### config.mk
export PLATFORM = sky130hd
export DESIGN_NAME = spike_rate_decoder
export DESIGN_NICKNAME = d
export VERILOG_FILES = /design/src/rtl/spike_rate_decoder.sv
export SDC_FILE = /design/constraint.sdc
export NUM_CORES = 1
export LEC_CHECK = 0
export ABC_CLOCK_PERIOD_IN_PS = 3200
export BUFFER_PORTS_ARGS = -buffer_cell sky130_fd_sc_hd__buf_2
export CAP_MARGIN = 20
export CORE_ASPECT_RATIO = 1.2
export CORE_UTILIZATION = 53
export CTS_CLUSTER_SIZE = 25
export DETAILED_ROUTE_END_ITERATION = 10
export HOLD_SLACK_MARGIN = 0.03
export PLACE_DENSITY = 0.72
export SLEW_MARGIN = 20
export SYNTH_ARGS = -nofsm -noshare
export SYNTH_HDL_FRONTEND = slang
export SYNTH_SLANG_ARGS = --single-unit
### constraint.sdc
create_clock -name clk -period 3.2 [get_ports clk]
set_input_delay 0.48 -clock clk [delete_from_list [all_inputs] [get_ports clk]]
set_output_delay 0.48 -clock clk [all_outputs]
set_load 0.01 [all_outputs]
### src/rtl/spike_rate_decoder.sv
// Spike rate decoder: turns a 1-bit spike train back into numbers.
// The rate path counts spikes over a programmable window and hands each
// count out through a valid/ready register; the timing path measures the
// interval between consecutive spikes.
module spike_rate_decoder #(
  parameter int CNT_W = 6,
  parameter int WIN_W = 8,
  parameter int ISI_W = 8
) (
  input  logic             clk,
  input  logic             reset,
  input  logic             ena,
  input  logic             spike,
  input  logic [WIN_W-1:0] window_len,
  output logic [CNT_W-1:0] rate_out,
  output logic             rate_valid,
  input  logic             rate_ready,
  output logic             overrun,
  output logic [ISI_W-1:0] isi_out,
  output logic             isi_valid
);

  typedef enum logic {IDLE, COUNT} state_t;

  localparam logic [CNT_W-1:0] CNT_MAX = '1;
  localparam logic [ISI_W-1:0] ISI_MAX = '1;

  state_t           state;
  logic [WIN_W-1:0] win;
  logic [WIN_W-1:0] timer;
  logic [CNT_W-1:0] count;

  logic [WIN_W-1:0] len_eff;
  logic [WIN_W-1:0] cur_win;
  logic [WIN_W-1:0] cur_timer;
  logic [CNT_W-1:0] cur_count;
  logic [CNT_W-1:0] result;
  logic             win_close;

  logic [ISI_W-1:0] isi_cnt;
  logic             isi_armed;

  // Window view for this cycle: the first enabled cycle out of IDLE acts as
  // window cycle 0 with a freshly latched length, so a length of 1 can close
  // on that very cycle.
  always_comb begin
    len_eff   = (window_len == '0) ? WIN_W'(1) : window_len;
    cur_win   = win;
    cur_timer = timer;
    cur_count = count;
    if (state == IDLE) begin
      cur_win   = len_eff;
      cur_timer = '0;
      cur_count = '0;
    end
    result = cur_count;
    if (spike && (cur_count != CNT_MAX)) begin
      result = cur_count + CNT_W'(1);
    end
    win_close = (cur_timer == (cur_win - WIN_W'(1)));
  end

  // Window FSM plus the rate output register and its handshake.
  always_ff @(posedge clk) begin
    if (reset) begin
      state      <= IDLE;
      win        <= '0;
      timer      <= '0;
      count      <= '0;
      rate_out   <= '0;
      rate_valid <= 1'b0;
      overrun    <= 1'b0;
    end else begin
      if (ena) begin
        state <= COUNT;
        if (win_close) begin
          timer <= '0;
          count <= '0;
          win   <= len_eff;
        end else begin
          timer <= cur_timer + WIN_W'(1);
          count <= result;
          win   <= cur_win;
        end
      end
      if (ena && win_close) begin
        if (!rate_valid || rate_ready) begin
          rate_out   <= result;
          rate_valid <= 1'b1;
        end else begin
          overrun <= 1'b1;
        end
      end else if (rate_valid && rate_ready) begin
        rate_valid <= 1'b0;
      end
    end
  end

  // Inter-spike interval: the first spike only arms, later spikes report.
  always_ff @(posedge clk) begin
    if (reset) begin
      isi_cnt   <= '0;
      isi_armed <= 1'b0;
      isi_out   <= '0;
      isi_valid <= 1'b0;
    end else begin
      isi_valid <= 1'b0;
      if (ena) begin
        if (spike) begin
          if (isi_armed) begin
            isi_out   <= isi_cnt;
            isi_valid <= 1'b1;
          end
          isi_armed <= 1'b1;
          isi_cnt   <= ISI_W'(1);
        end else if (isi_cnt != ISI_MAX) begin
          isi_cnt <= isi_cnt + ISI_W'(1);
        end
      end
    end
  end

endmodule

-- After elaboration in Yosys (flattened, before gate mapping)
Index checks and enable logic that the tools add are counted.
- add/subtract/negate cells: 4
- equal/unequal tests: 4
- muxes and demuxes: 14
- bitwise operators: 3
- reductions and logical operators: 15
- operator list (cell ; number):
    $mux W8 ; 7
    $mux W6 ; 3
    $add A8 B1 Y8 const B ; 2
    $reduce_and A2 Y1 ; 5
    $eq A8 B8 Y1 ; 1
    $logic_not A8 Y1 ; 1
    $ne A8 B8 Y1 const B ; 1
    $sub A8 B1 Y8 const B ; 1
    $add A6 B1 Y6 const B ; 1
    $ne A6 B6 Y1 const B ; 1
    $mux W1 ; 4
    $reduce_bool A2 Y1 ; 2
    $logic_and A1 B1 Y1 ; 3
    $not A1 Y1 ; 3
    $reduce_and A3 Y1 ; 1
    $reduce_or A3 Y1 ; 1
    $ne A2 B1 Y1 const B ; 1
    $logic_not A1 Y1 ; 1
    $logic_or A1 B1 Y1 ; 1
- flip-flop bits (word level): 49
- input port bits: 13
- output and inout port bits: 17
- word-level logic and storage cells: 51

-- Depth between registers and ports, before layout
- depth in word-level cells: 8
- depth in mapped cells: 13

-- Worst setup path after synthesis
Ideal clock, no wire load.
- path kind: input -> register
- start point: input window_len[2]
- end point: register win[0]
- arrival time: 3.044 ns
- required time: 3.079 ns
- setup slack: 0.035 ns
- stages: 10
- buffers on the path: 0
- cell sequence: or4_4 > o21a_1 > ha_1 > and3b_1 > o22ai_1 > a221oi_1 > o2111a_2 > o211ai_4 > a21oi_4 > mux2_4
- longest elaborated chain between the ends: 6
- ends and longest elaborated chain (element ; RTL line ; source):
    start, declared ; 14 ; input logic [WIN_W-1:0] window_len,
    $logic_not A8 Y1 ; 47 ; len_eff = (window_len == '0) ? WIN_W'(1) : window_len;
    $mux W8 * ; 47 ;
    $mux W8 ; 51 ; if (state == IDLE) begin
    $sub A8 B1 Y8 ; 60 ; win_close = (cur_timer == (cur_win - WIN_W'(1)));
    $eq A8 B8 Y1 ; 60 ;
    $mux W8 * ; 76 ; if (win_close) begin
    end signal, assigned ; 79 ; win <= len_eff;
    end signal, assigned ; 83 ; win <= cur_win;
    end, declared ; 29 ; logic [WIN_W-1:0] win;
Every way passes the cells marked *; elsewhere a longest branch is shown, timed or not.
A chain may end at the register's enable or synchronous reset.

-- Worst setup path after layout
- start point: register state
- end point: register rate_out[4]
- longest elaborated chain between the ends: 5
- elaborated cells on any way between the ends: 11
- ends and longest elaborated chain (element ; RTL line ; source):
    start, declared ; 28 ; state_t state;
    start signal, assigned ; 66 ; state <= IDLE;
    start signal, assigned ; 75 ; state <= COUNT;
    $mux W8 ; 51 ;
    $sub A8 B1 Y8 ; 60 ;
    $eq A8 B8 Y1 ; 60 ;
    $logic_and A1 B1 Y1 ; 86 ; if (ena && win_close) begin
    $reduce_and A2 Y1 (no source line) ; - ;
    end signal, assigned ; 88 ; rate_out <= result;
    end, declared ; 15 ; output logic [CNT_W-1:0] rate_out,
Several ways; a longest one is shown, not always the timed one.

==> out/summary.txt <==
Slew HR = 36.7%
Critical Path End Type = flip-flop
GRT Total Usage = 24.1%
Post-synthesis xor/xnor area fraction = 6.44%
PostCTS Resize Cnt = 0
Die Footprint = 0.00543 mm2
Hold Path Class = input pin to flip-flop
Post-detail-place hpwl = 4290 um
MaxCap Viol Count = 0
Total CTS buffers = 5
Mean Syn Cell Area = 8.30 um2
Boundary Pins = 30
H-tree Lvls = 2
Yosys warning count = 0
Mapped Area = 0.00272 mm2
Post-synthesis register bit count = 49
Family with the most delay on the worst path = compound AO/OA/AOI/OAI gates
Remaining DRCs = 0
Antenna Cells = 0
Nets@finish = 379
Setup total negative slack = 0 ps
Post-synth EDFFs = 0
Clock latency on the worst-skew pair = 310 ps
PD cells = 411 mW/mm2
Worst hold start = window_len[1]
Leakage power = 0.00122 uW
Crit path time final = 3000 ps
Worst slack, placed = -71.2 ps
Initial core utilization = 55.1%
Worst flop-to-flop path startpoint = state$_SDFFE_PP0P_
Ys async rst share = 0%
Post-synthesis compound-gate area fraction = 18.6%
Layout cells sized above 1 = 17.6%
Vias = 2,424
CTS tree = yes
Post-synthesis mux area share = 6.57%
Clock transition at path regs = 100 ps
CTS Buffer Depth = 2
Clock Skew = 10.5 ps
Final hold vios = 0
Cell Chain, Critical Path = or4_1 -> o21a_1 -> ha_1 -> and3b_1 -> o22ai_1 -> a221oi_1 -> o2111a_2 -> o211a_4 -> nand3_1 -> mux2_1
Synthesis-to-finish area growth = 14.2%
Post-CTS Setup Bufs = 0
Largest family of logic cells by synthesized area = simple AND/OR/NAND/NOR gates
Fmax = 333 MHz
DR vias/cell = 5.73
First-pass GRT wire length = 10,000 um
Hold EP = win[1]$_SDFFE_PP0P_
Period utilisation layout = 93.7%
Worst path slowest cell = or4_1
Die Height = 80.5 um
Worst setup margin = 200 ps
Initial antenna violation count = 0
Worst reg2reg endpoint = rate_out[4]$_SDFFE_PP0P_
Routed wire length = 6110 um
Crit Path Category = flip-flop to flip-flop
Netlist cell types = 54
1st-pass router iterations = 4
Chip Width = 67.4 um
Largest net degree at the start of global routing = 61
Worst Max-Slew Pin Slew = 949 ps
Final setup viols = 0
Worst vdd rail ir drop = 0.321 mV
Mapped Cells = 328
Reg2Reg Setup Slack = 200 ps
Critical Path Fanout Max = 5
Routed WL per cell = 14.4 um
Reg2reg path depth = 10
Worst Hold Path Cells = 3
Crit path buffers/inverters = 0
RePlAce Congestion = 0.838
Syn_nets = 345
Iter 0 DRT Violations = 86
Core area = 0.00494 mm2
Sequential cell area fraction in the yosys report = 36.0%
Synth Area in Simple Gates = 26.6%
Post-synth top flop = dfxtp_1
Vias in the first global route = 2,290
WP data required = 3400 ps
GRT Residual Overflow = 0
Hold bufs inserted after CTS = 0
Final design utilization = 62.9%
Data arrival, critical path = 3200 ps
Sink Count = 49
Outcome = finished, final reports clean
Crit path largest cell delay = 560 ps
IO Port Bufs = 29
Power, Total = 1280 uW
Root Driver = clkbuf_8
Unrepaired setup endpoints after global routing = false
Routed Antenna Nets = 0
CP Launch Type = flip-flop
Max-slew violations = 0
Synthesized-area fraction occupied by adder cells = 1.84%
Rows = 28
## tightest hold or removal path, stage by stage
cell      delay, ps
buf_2           120
nand2b_1         60
mux2i_1          60
## cells by family after synthesis
logic type	Yosys count
AO/OA/AOI/OAI	72
XOR/XNOR	20
adder cells (fa/ha/maj)	4
buffers and inverters	27
flip-flops	49
multiplexers	17
AND/OR/NAND/NOR	139
## layout by cell type, fill, tap and decap left out, types with 2 or more instances in the layout
cell type / count
dfxtp_1: 49
nand2_1: 42
buf_2: 29
nor2_1: 22
a21oi_1: 19
nand2b_1: 19
buf_4: 17
nand3_1: 14
mux2i_1: 13
xor2_1: 12
o21ai_1: 10
xnor2_1: 8
inv_1: 7
nor2b_1: 7
nor3_1: 6
o21ai_0: 6
nand4_1: 5
and3_1: 5
clkbuf_8: 5
o22ai_1: 4
a22oi_1: 4
a31oi_1: 4
ha_1: 4
and2_1: 3
mux2_1: 3
and4_1: 3
or4_1: 2
o21a_1: 2
a21o_1: 2
o41a_1: 2
nor3b_1: 2
a41oi_1: 2
or3_1: 2
nand4b_1: 2
o32ai_1: 2
a211oi_1: 2
## power by group
| group | switching, uW | internal, uW | leakage [uW] |
|---|---|---|---|
| clock network | 227 | 234 | 0.0000543 |
| logic | 103 | 79.6 | 0.000768 |
| registers | 12.3 | 622 | 0.000397 |
| total | 342 | 936 | 0.00122 |
## per-stage QoR
step	hold slack [ps]	area (um2)	std cells
final	445	3110	423
after global routing	456	3110	423
after CTS	440	3110	423
after detailed placement	449	2990	415
after global placement	441	2990	415
after floorplan	440	2720	328
## registers in the layout, summed over array words and instances (netlist names)
signal / cells
overrun: 1
count: 6
rate_out: 6
isi_armed: 1
isi_out: 8
timer: 8
win: 8
isi_valid: 1
isi_cnt: 8
rate_valid: 1
state: 1
## cell type report
type | instances | area [um2]
clock buffer | 5 | 68.8
clock inverter | 3 | 46.3
fill | 443 | 1830
inverter | 8 | 30.0
multi-input combinational | 252 | 1630
sequential | 49 | 981
tap | 60 | 75.1
timing repair buffer | 46 | 273
## synth_stat cells, types with 5 or more instances
cell       n  area (um2)
xnor2_1    8        70.1
and3_1     5        31.3
nand2_1   42         158
o21ai_0    6        30.0
mux2i_1   13         130
nand4_1    5        31.3
nand2b_1  19         119
dfxtp_1   49         981
o21ai_1   10        50.1
nor2_1    22        82.6
a21oi_1   19        95.1
xor2_1    12         105
nand3_1   14        70.1
nor3_1     6        30.0
inv_1      7        26.3
nor2b_1    7        43.8
clkbuf_1  15        56.3
## how the worst max path moves through the flow
| stage | to | depth (start not counted) | startpoint | slack (ps) |
|---|---|---|---|---|
| floorplan | win[0]$_SDFFE_PP0P_ | 10 | window_len[2] | 30 |
| global placement | rate_out[4]$_SDFFE_PP0P_ | 11 | window_len[1] | 20 |
| detailed placement | rate_out[4]$_SDFFE_PP0P_ | 11 | window_len[1] | -70 |
| CTS | rate_out[4]$_SDFFE_PP0P_ | 10 | state$_SDFFE_PP0P_ | 160 |
| global route | rate_out[4]$_SDFFE_PP0P_ | 10 | state$_SDFFE_PP0P_ | 20 |
| finish | rate_out[4]$_SDFFE_PP0P_ | 10 | state$_SDFFE_PP0P_ | 200 |
## layer usage
| metal | GRT usage, % | routed length, um |
|---|---|---|
| met3 | 2.98 | 219 |
| met4 | 11.3 | 154 |
| met5 | 0 | 0 |
| met1 | 28.2 | 2660 |
| met2 | 42.5 | 3080 |
Note: power is estimated with default switching activity, not from simulation.
